<file path="config.mk">
export PLATFORM = sky130hd
export DESIGN_NAME = apb_cmd_master
export DESIGN_NICKNAME = d
export VERILOG_FILES = /design/src/rtl/apb_cmd_master.sv
export SDC_FILE = /design/constraint.sdc
export NUM_CORES = 1
export LEC_CHECK = 0
export BUFFER_PORTS_ARGS = -buffer_cell sky130_fd_sc_hd__buf_2
export CAP_MARGIN = 5
export CORE_MARGIN = 2
export CORE_UTILIZATION = 45
export CTS_BUF_LIST = sky130_fd_sc_hd__clkbuf_8 sky130_fd_sc_hd__clkbuf_16
export DETAILED_ROUTE_END_ITERATION = 16
export SLEW_MARGIN = 40
export SYNTH_ARGS = -nofsm -noshare
export SYNTH_HDL_FRONTEND = slang
export SYNTH_SLANG_ARGS = --single-unit
</file>
<file path="constraint.sdc">
create_clock -name clk_i -period 3.39 [get_ports clk_i]
set_clock_uncertainty 0.2 [all_clocks]
set_input_delay 0.8475 -clock clk_i [delete_from_list [all_inputs] [get_ports clk_i]]
set_output_delay 0.8475 -clock clk_i [all_outputs]
set_load 0.02 [all_outputs]
</file>
<file path="src/rtl/apb_cmd_master.sv">
`timescale 1ns/1ps
// apb_cmd_master
// Queued APB3/APB4 master. Register commands enter a small FIFO, are executed
// one at a time as SETUP/ACCESS transfers (honouring pready/pslverr wait
// states), and their results are returned in order through a response FIFO.
//
// Optional feature macro: APB_CMD_MASTER_TIMEOUT_EN
//   When defined, an ACCESS-phase watchdog aborts a transfer after
//   TIMEOUT_CYC cycles without pready and returns an err+tout response.
//   When undefined, ACCESS waits for pready indefinitely and rsp_tout_o is 0.
//
// Ports
//   clk_i, rst_i                  clock, synchronous active-high reset
//   cmd_valid_i/cmd_ready_o       command handshake (ready = FIFO not full)
//   cmd_write_i/addr/wdata/strb   command fields
//   rsp_valid_o/rsp_ready_i       response handshake (first-word fall-through)
//   rsp_write_o/rdata/err/tout    response fields
//   paddr_o..penable_o            APB request side
//   pready_i/pslverr_i/prdata_i   APB completion side
//   busy_o                        transfer active or commands queued
//   err_cnt_o                     saturating count of error responses
module apb_cmd_master #(
  parameter int BUS_WIDTH   = 32,
  parameter int ADDR_WIDTH  = 16,
  parameter int CMD_DEPTH   = 4,
  parameter int TIMEOUT_CYC = 256
) (
  input  logic                    clk_i,
  input  logic                    rst_i,
  input  logic                    cmd_valid_i,
  output logic                    cmd_ready_o,
  input  logic                    cmd_write_i,
  input  logic [ADDR_WIDTH-1:0]   cmd_addr_i,
  input  logic [BUS_WIDTH-1:0]    cmd_wdata_i,
  input  logic [BUS_WIDTH/8-1:0]  cmd_strb_i,
  output logic                    rsp_valid_o,
  input  logic                    rsp_ready_i,
  output logic                    rsp_write_o,
  output logic [BUS_WIDTH-1:0]    rsp_rdata_o,
  output logic                    rsp_err_o,
  output logic                    rsp_tout_o,
  output logic [ADDR_WIDTH-1:0]   paddr_o,
  output logic                    pwrite_o,
  output logic [BUS_WIDTH-1:0]    pwdata_o,
  output logic [BUS_WIDTH/8-1:0]  pstrb_o,
  output logic                    psel_o,
  output logic                    penable_o,
  input  logic                    pready_i,
  input  logic                    pslverr_i,
  input  logic [BUS_WIDTH-1:0]    prdata_i,
  output logic                    busy_o,
  output logic [7:0]              err_cnt_o
);

  localparam int STRB_W = BUS_WIDTH / 8;
  localparam int PTR_W  = $clog2(CMD_DEPTH);
  localparam int CNT_W  = PTR_W + 1;
  localparam int CMD_W  = 1 + ADDR_WIDTH + BUS_WIDTH + STRB_W;
`ifdef APB_CMD_MASTER_TIMEOUT_EN
  localparam int RSP_W  = BUS_WIDTH + 3;   // {write, rdata, err, tout}
`else
  localparam int RSP_W  = BUS_WIDTH + 2;   // {write, rdata, err}
`endif

  typedef enum logic [1:0] {ST_IDLE, ST_SETUP, ST_ACCESS} state_t;

  state_t state_reg;

  // ---------------- command FIFO ----------------
  logic [CMD_W-1:0] cmd_mem [CMD_DEPTH];
  logic [PTR_W-1:0] cmd_wr_ptr_reg;
  logic [PTR_W-1:0] cmd_rd_ptr_reg;
  logic [CNT_W-1:0] cmd_count_reg;
  logic             cmd_push;
  logic             cmd_pop;
  logic             cmd_empty;
  logic [CMD_W-1:0] cmd_head;
  logic             head_write;
  logic [ADDR_WIDTH-1:0] head_addr;
  logic [BUS_WIDTH-1:0]  head_wdata;
  logic [STRB_W-1:0]     head_strb;

  assign cmd_ready_o = (cmd_count_reg != CNT_W'(CMD_DEPTH));
  assign cmd_empty   = (cmd_count_reg == '0);
  assign cmd_push    = cmd_valid_i & cmd_ready_o;
  assign cmd_head    = cmd_mem[cmd_rd_ptr_reg];
  assign {head_write, head_addr, head_wdata, head_strb} = cmd_head;

  always_ff @(posedge clk_i) begin
    if (cmd_push) begin
      cmd_mem[cmd_wr_ptr_reg] <= {cmd_write_i, cmd_addr_i, cmd_wdata_i, cmd_strb_i};
    end
  end

  always_ff @(posedge clk_i) begin
    if (rst_i) begin
      cmd_wr_ptr_reg <= '0;
      cmd_rd_ptr_reg <= '0;
      cmd_count_reg  <= '0;
    end else begin
      if (cmd_push) cmd_wr_ptr_reg <= cmd_wr_ptr_reg + 1'b1;
      if (cmd_pop)  cmd_rd_ptr_reg <= cmd_rd_ptr_reg + 1'b1;
      case ({cmd_push, cmd_pop})
        2'b10:   cmd_count_reg <= cmd_count_reg + 1'b1;
        2'b01:   cmd_count_reg <= cmd_count_reg - 1'b1;
        default: cmd_count_reg <= cmd_count_reg;
      endcase
    end
  end

  // ---------------- response FIFO ----------------
  logic [RSP_W-1:0] rsp_mem [CMD_DEPTH];
  logic [PTR_W-1:0] rsp_wr_ptr_reg;
  logic [PTR_W-1:0] rsp_rd_ptr_reg;
  logic [CNT_W-1:0] rsp_count_reg;
  logic             rsp_push;
  logic             rsp_pop;
  logic             rsp_full;
  logic             rsp_full_after;
  logic [RSP_W-1:0] rsp_din;
  logic [RSP_W-1:0] rsp_head;
  logic [BUS_WIDTH-1:0] rsp_rdata_in;
  logic             rsp_err_in;
  logic             access_done;
  logic             tout_abort;

  assign rsp_valid_o = (rsp_count_reg != '0);
  assign rsp_full    = (rsp_count_reg == CNT_W'(CMD_DEPTH));
  assign rsp_pop     = rsp_valid_o & rsp_ready_i;
  // A transfer only reaches ACCESS with a slot reserved, so here the count
  // is at most DEPTH-1; after this edge's push the FIFO is full only when
  // it held DEPTH-1 entries and nothing is being popped.
  assign rsp_full_after = ~rsp_pop & (rsp_count_reg == CNT_W'(CMD_DEPTH - 1));

  assign access_done  = (state_reg == ST_ACCESS) & pready_i;
  assign rsp_push     = access_done | tout_abort;
  assign rsp_rdata_in = (pwrite_reg_q() | tout_abort) ? '0 : prdata_i;
  assign rsp_err_in   = tout_abort | pslverr_i;

  assign rsp_head    = rsp_mem[rsp_rd_ptr_reg];
  assign rsp_write_o = rsp_head[RSP_W-1];
  assign rsp_rdata_o = rsp_head[RSP_W-2 -: BUS_WIDTH];
  assign rsp_err_o   = rsp_head[RSP_W-2-BUS_WIDTH];

`ifdef APB_CMD_MASTER_TIMEOUT_EN
  assign rsp_din    = {pwrite_o, rsp_rdata_in, rsp_err_in, tout_abort};
  assign rsp_tout_o = rsp_head[0];
`else
  assign rsp_din    = {pwrite_o, rsp_rdata_in, rsp_err_in};
  assign rsp_tout_o = 1'b0;
`endif

  always_ff @(posedge clk_i) begin
    if (rsp_push) begin
      rsp_mem[rsp_wr_ptr_reg] <= rsp_din;
    end
  end

  always_ff @(posedge clk_i) begin
    if (rst_i) begin
      rsp_wr_ptr_reg <= '0;
      rsp_rd_ptr_reg <= '0;
      rsp_count_reg  <= '0;
    end else begin
      if (rsp_push) rsp_wr_ptr_reg <= rsp_wr_ptr_reg + 1'b1;
      if (rsp_pop)  rsp_rd_ptr_reg <= rsp_rd_ptr_reg + 1'b1;
      case ({rsp_push, rsp_pop})
        2'b10:   rsp_count_reg <= rsp_count_reg + 1'b1;
        2'b01:   rsp_count_reg <= rsp_count_reg - 1'b1;
        default: rsp_count_reg <= rsp_count_reg;
      endcase
    end
  end

  // ---------------- ACCESS watchdog ----------------
`ifdef APB_CMD_MASTER_TIMEOUT_EN
  localparam int TOUT_W = $clog2(TIMEOUT_CYC + 1);
  logic [TOUT_W-1:0] tout_cnt_reg;

  // Abort on the last permitted ACCESS cycle that still sees no pready.
  assign tout_abort = (state_reg == ST_ACCESS) & ~pready_i &
                      (tout_cnt_reg == TOUT_W'(TIMEOUT_CYC - 1));

  always_ff @(posedge clk_i) begin
    if (rst_i || state_reg == ST_SETUP) begin
      tout_cnt_reg <= '0;
    end else if (state_reg == ST_ACCESS) begin
      tout_cnt_reg <= tout_cnt_reg + 1'b1;
    end
  end
`else
  assign tout_abort = 1'b0;
`endif

  // ---------------- transfer FSM ----------------
  // Pop a command from IDLE when a response slot is free, or chain directly
  // from a completing ACCESS when a slot remains after this edge.
  assign cmd_pop = ~cmd_empty &
                   (((state_reg == ST_IDLE) & ~rsp_full) |
                    (access_done & ~rsp_full_after));

  function automatic logic pwrite_reg_q();
    return pwrite_o;
  endfunction

  always_ff @(posedge clk_i) begin
    if (rst_i) begin
      state_reg <= ST_IDLE;
      psel_o    <= 1'b0;
      penable_o <= 1'b0;
      paddr_o   <= '0;
      pwrite_o  <= 1'b0;
      pwdata_o  <= '0;
      pstrb_o   <= '0;
    end else begin
      if (cmd_pop) begin
        paddr_o  <= head_addr;
        pwrite_o <= head_write;
        pwdata_o <= head_write ? head_wdata : '0;
        pstrb_o  <= head_write ? head_strb  : '0;
      end
      case (state_reg)
        ST_IDLE: begin
          if (cmd_pop) begin
            state_reg <= ST_SETUP;
            psel_o    <= 1'b1;
            penable_o <= 1'b0;
          end
        end
        ST_SETUP: begin
          state_reg <= ST_ACCESS;
          penable_o <= 1'b1;
        end
        ST_ACCESS: begin
          if (access_done && cmd_pop) begin
            state_reg <= ST_SETUP;
            penable_o <= 1'b0;
          end else if (access_done || tout_abort) begin
            state_reg <= ST_IDLE;
            psel_o    <= 1'b0;
            penable_o <= 1'b0;
          end
        end
        default: begin
          state_reg <= ST_IDLE;
          psel_o    <= 1'b0;
          penable_o <= 1'b0;
        end
      endcase
    end
  end

  // ---------------- status ----------------
  logic [7:0] err_cnt_reg;

  always_ff @(posedge clk_i) begin
    if (rst_i) begin
      err_cnt_reg <= '0;
    end else if (rsp_push && rsp_err_in && err_cnt_reg != 8'hFF) begin
      err_cnt_reg <= err_cnt_reg + 8'd1;
    end
  end

  assign err_cnt_o = err_cnt_reg;
  assign busy_o    = (state_reg != ST_IDLE) | ~cmd_empty;

endmodule

</file>
Word-level counts from Yosys, hierarchy flattened
Memory sizes are Yosys's and may differ from the RTL's. A register that Yosys moved wholly into a read port is not among the register bits.
Cells that the tools add are included.
Operators by class
  add/subtract/negate cells: 9
  reduce and logical (&&, ||, !) cells: 11
  eq/ne operators: 14
  bitwise operators: 14
  multiplexer cells: 24
Operator list (count)
  2-to-1 mux 32 bit: 2
  2-to-1 mux 2 bit: 7
  one-hot mux 3 bit (2 select lines): 2
  2-to-1 mux 1 bit: 9
  adder 2 x 1 -> 2 bit (second input constant): 4
  adder 8 x 1 -> 8 bit (second input constant): 1
  inequality test 8 bit (second input constant): 1
  AND 1 bit: 7
  adder 3 x 1 -> 3 bit (second input constant): 2
  equality test 2 x 1 -> 1 bit (second input constant): 3
  equality test 2 bit (second input constant): 3
  inequality test 2 bit (second input constant): 3
  one-hot mux 1 bit (3 select lines): 2
  one-hot mux 2 bit (3 select lines): 1
  nonzero test 2 bit: 3
  subtractor 3 x 1 -> 3 bit (second input constant): 2
  inverter 1 bit: 5
  2-to-1 mux 4 bit: 1
  AND reduction 4 bit: 1
  equality test 3 x 2 -> 1 bit (second input constant): 1
  equality test 3 bit (second input constant): 1
  logical AND 1 bit: 3
  zero test 3 bit: 1
  inequality test 3 x 2 -> 1 bit (second input constant): 1
  5 further kinds: 6
Word-level totals
  logic and storage cells: 88
  memories kept: 2
  output and inout bits: 101
  RAM bits: 348
  input port bits: 91
  register bits: 79
Memory list
  cmd_mem: depth 4, bits a word 53, rd ports 1, clocked after Yosys merged registers in 1, wr ports 1, line 70  | logic [CMD_W-1:0] cmd_mem [CMD_DEPTH];
  rsp_mem: depth 4, bits a word 34, rd ports 1, clocked after Yosys merged registers in 1, wr ports 1, line 112  | logic [RSP_W-1:0] rsp_mem [CMD_DEPTH];

Depth between registers and ports, before layout
  depth after elaboration: 11
  mapped depth: 12
  gate-level depth less buffers: 9

Worst setup path after synthesis
No wires, ideal clock.
  kind: input to register
  start point: input pready_i
  end point: register cmd_count_reg[2]
  buffers on the path: 2
  arrival: 2.683 ns
  path slack: 0.437 ns
  stages on the path: 11
  path through: and3b_1 > buf_4 > inv_2 > o32a_2 > buf_6 > nor2_1 > ha_1 > fa_1 > xnor2_1 > or3_1 > a21oi_1
On the way
  word-level cells in the longest chain between the ends: 6
Ends and longest elaborated chain
  from (decl): line 48  | input logic pready_i,
  AND 1 bit (*): line 135  | assign access_done = (state_reg == ST_ACCESS) & pready_i;
  AND 1 bit (*): line 200  | (access_done & ~rsp_full_after));
  bitwise OR 1 bit (*): line 199  | (((state_reg == ST_IDLE) & ~rsp_full) |
  AND 1 bit (*): line 198  | assign cmd_pop = ~cmd_empty &
  net cmd_pop: line 75  | logic cmd_pop;
  equality test 2 x 1 -> 1 bit or equality test 2 bit (tied branches): line 103  | case ({cmd_push, cmd_pop})
  one-hot mux 3 bit (2 select lines) or nonzero test 2 bit (tied branches)
  to (signal assigned): line 104  | 2'b10: cmd_count_reg <= cmd_count_reg + 1'b1;
  to (signal assigned): line 105  | 2'b01: cmd_count_reg <= cmd_count_reg - 1'b1;
  to (signal assigned): line 106  | default: cmd_count_reg <= cmd_count_reg;
  to (decl): line 73  | logic [CNT_W-1:0] cmd_count_reg;
Mark *: on every way through the listed nets, which the timed path passes. The rest lies on a longest branch.
A chain may end at the register's enable or synchronous reset.

==> metrics <==
status complete, no violations; total gr overflow 0; met2 wire len approximately 17,000 um; Max clock buf depth 3; syn_nets between 1k and 1.5k; Util after Layout 0.542; Comb pwr share 0.265; commonest non-fill, non-tap cells in the layout edfxtp_1, buf_2, mux4_2, dfxtp_1, a21oi_1; pre-CTS setup slack ~0.40 ns; Area Growth Syn to Fin 19.0%; worst hold stages 2; Leakage 6.60 nW; total routed wirelength roughly 34,000 um; Worst-Skew Late Latency roughly 0.54 ns; Power, Total 15.3 mW; root buffer cell clkbuf_16; Hold EP pwdata_o[22]; switching power of the nets 4.72 mW; share of flip-flops with an asynchronous set or reset 0; Hold Buf Count CTS 0; number of synthesized register bits 430; die area ~38,000 um^2; Crit Path Max Fanout 34; row count approximately 70; hold_ws 0.271 ns; pwr dens just under 800 nW/um^2; Global Route Usage Sum 0.181; # IOs around 190; Worst EP arrival 1.90 ns; placed instance count 1,514; Seq/Total Area, Yosys 0.746; post-synthesis cell count 900; Core Area 35,600 um^2; final-stage net count 1,204; drt first pass iters 5; pin count of the biggest net entering global routing 58; final worst setup slack 0.438 ns; largest cells by area after synthesis edfxtp_1, mux4_2, dfxtp_1; peak supply drop 0.000521 V; final setup fails 0; synthesized area per cell between 15 and 20 um^2; max layer used met5; Final Cell Area 19,300 um^2; Net Sw Frac 0.309; Clock transition at path regs ~0.06 ns; relative slew slack 0.501; Routed Antenna Nets 0; post_cts resized 0; FF-to-FF setup slack between 0.8 and 0.9 ns; CTS tree done; DRC Markers 0; die height approximately 190 um; Worst EP required 2.34 ns; RSZ-0062 raised after global routing no; vias in the first global route 9,095; buffer count from post-CTS setup fixing 0; most common cell after layout, fill and taps aside edfxtp_1; Post-Syn Area 16,200 um^2; Main synth FF type edfxtp_1; FF-to-FF path depth 9; Cell Int Power about 11 mW; Port Buf Inserts 190; Final Cycle Share 0.871; synth warn 0; reg2reg start state_reg[0]; Fin Setup TNS 0 ns; Worst Setup Start Kind register; count of cell types in the netlist 42; Final Non-Filler Cells 1,600; hpwl dp 19,600 um; Post-DP Area 17,900 um^2; layout cell share with drive strength beyond 1 0.341; critical path class register to primary output; Via-to-Cell Ratio 5.44; first-pass GRT wire length 52,500 um; Biggest register cmd_mem; top cell type's share of synthesized area 0.644; Initial Utilization 0.456; clock period minus worst slack 2.95 ns; die width about 190 um; clock share of power 0.299; Iter 0 DRT Violations 367; Largest register FFs 212; sequential power share 0.436; wl on met1 14,100 um; HP Class register to register; Final Slew Violations 0; initial antenna violation count 8; TritonCTS Buffers 44; Peak Freq 0.339 GHz; Via Count 8,697; Final Hold Viols 0; Placer Congestion 0.709; worst hold start pwdata_o[22]; max cap viols 0; Yosys top cell by area edfxtp_1; Max H-tree Level 2; biggest regs cmd_mem x212, rsp_mem x136, pwdata_o x32; Post-synth EDFFs 348; clock sink count 430; metal3 WL 2160 um; average wire per standard cell 21.3 um; r2r endpoint cmd_count_reg[2]; Tightest Pin Transition between 0.7 and 0.8 ns; crit path capture type primary output
-- worst max-delay path: stages (launching register included) --
cell and delay [ns]:
dfxtp_2 0.34, buf_12 0.27, mux4_2 0.56, buf_2 0.18
-- how the worst max path moves through the flow --
stage,cells past startpoint,from,endpoint
2_1_floorplan,11,pready_i,cmd_count_reg[2]
3_3_place_gp,9,rsp_ready_i,cmd_count_reg[2]
3_5_place_dp,9,rsp_ready_i,cmd_count_reg[2]
4_1_cts,3,register,rsp_rdata_o[22]
5_1_grt,3,register,rsp_rdata_o[22]
6_report,3,register,rsp_rdata_o[9]
-- power by group through the flow --
stage | sequential, mW | clock [mW] | combinational, mW
floorplan | 6.97 | 0 | 2.46
global placement | 6.76 | 0 | 4.07
detailed placement | 6.78 | 0 | 4.09
CTS | 6.67 | 4.68 | 4.11
global route | 6.73 | 4.86 | 4.40
finish | 6.67 | 4.56 | 4.06
-- layer usage --
| metal | GRT usage | vias to the layer above |
|---|---|---|
| met5 | 0 | - |
| met4 | 0.0558 | 4 |
| met3 | 0.0451 | 59 |
| met2 | 0.306 | 221 |
| met1 | 0.231 | 4421 |
| li1 | - | 3992 |
-- area by class of cell --
type | count | area [um^2]
Tap cell | 461 | 577
Timing Repair Buffer | 217 | 1320
Antenna cell | 6 | 15.0
Multi-Input combinational cell | 393 | 3840
Inverter | 14 | 52.6
Clock buffer | 49 | 1190
Fill cell | 2880 | 16300
Clock inverter | 30 | 193
Sequential cell | 430 | 12100
-- synth_stat cells, types with 2 or more instances --
| library cell | count |
|---|---|
| a21oi_1 | 69 |
| and2_1 | 5 |
| and3_1 | 4 |
| buf_1 | 5 |
| buf_2 | 16 |
| buf_4 | 2 |
| clkbuf_1 | 39 |
| dfxtp_1 | 82 |
| edfxtp_1 | 348 |
| fa_1 | 2 |
| ha_1 | 11 |
| inv_1 | 13 |
| mux2i_1 | 2 |
| mux4_2 | 87 |
| nand2_1 | 11 |
| nand3_1 | 20 |
| nand4_1 | 37 |
| nor2_1 | 14 |
| nor2b_1 | 33 |
| nor3_1 | 3 |
| o21ai_0 | 59 |
| o31ai_1 | 3 |
| or3_1 | 8 |
| or4_1 | 3 |
| xnor2_1 | 3 |
| xor2_1 | 5 |
-- cell families (layout without fill, tap and decap cells) --
group / count (synthesis) / count (layout) / synth area share
multiplexers: 89 / 89 / 0.122
buffers and inverters: 77 / 310 / 0.0200
AND/OR/NAND/NOR: 142 / 142 / 0.0502
XOR/XNOR: 8 / 8 / 0.00432
other: 1 / 7 / 0.000231
flip-flops: 430 / 430 / 0.746
AO/OA/AOI/OAI: 140 / 140 / 0.0465
adder cells (fa/ha/maj): 13 / 13 / 0.0110
No activity file was read; power rests on OpenSTA's default activity.
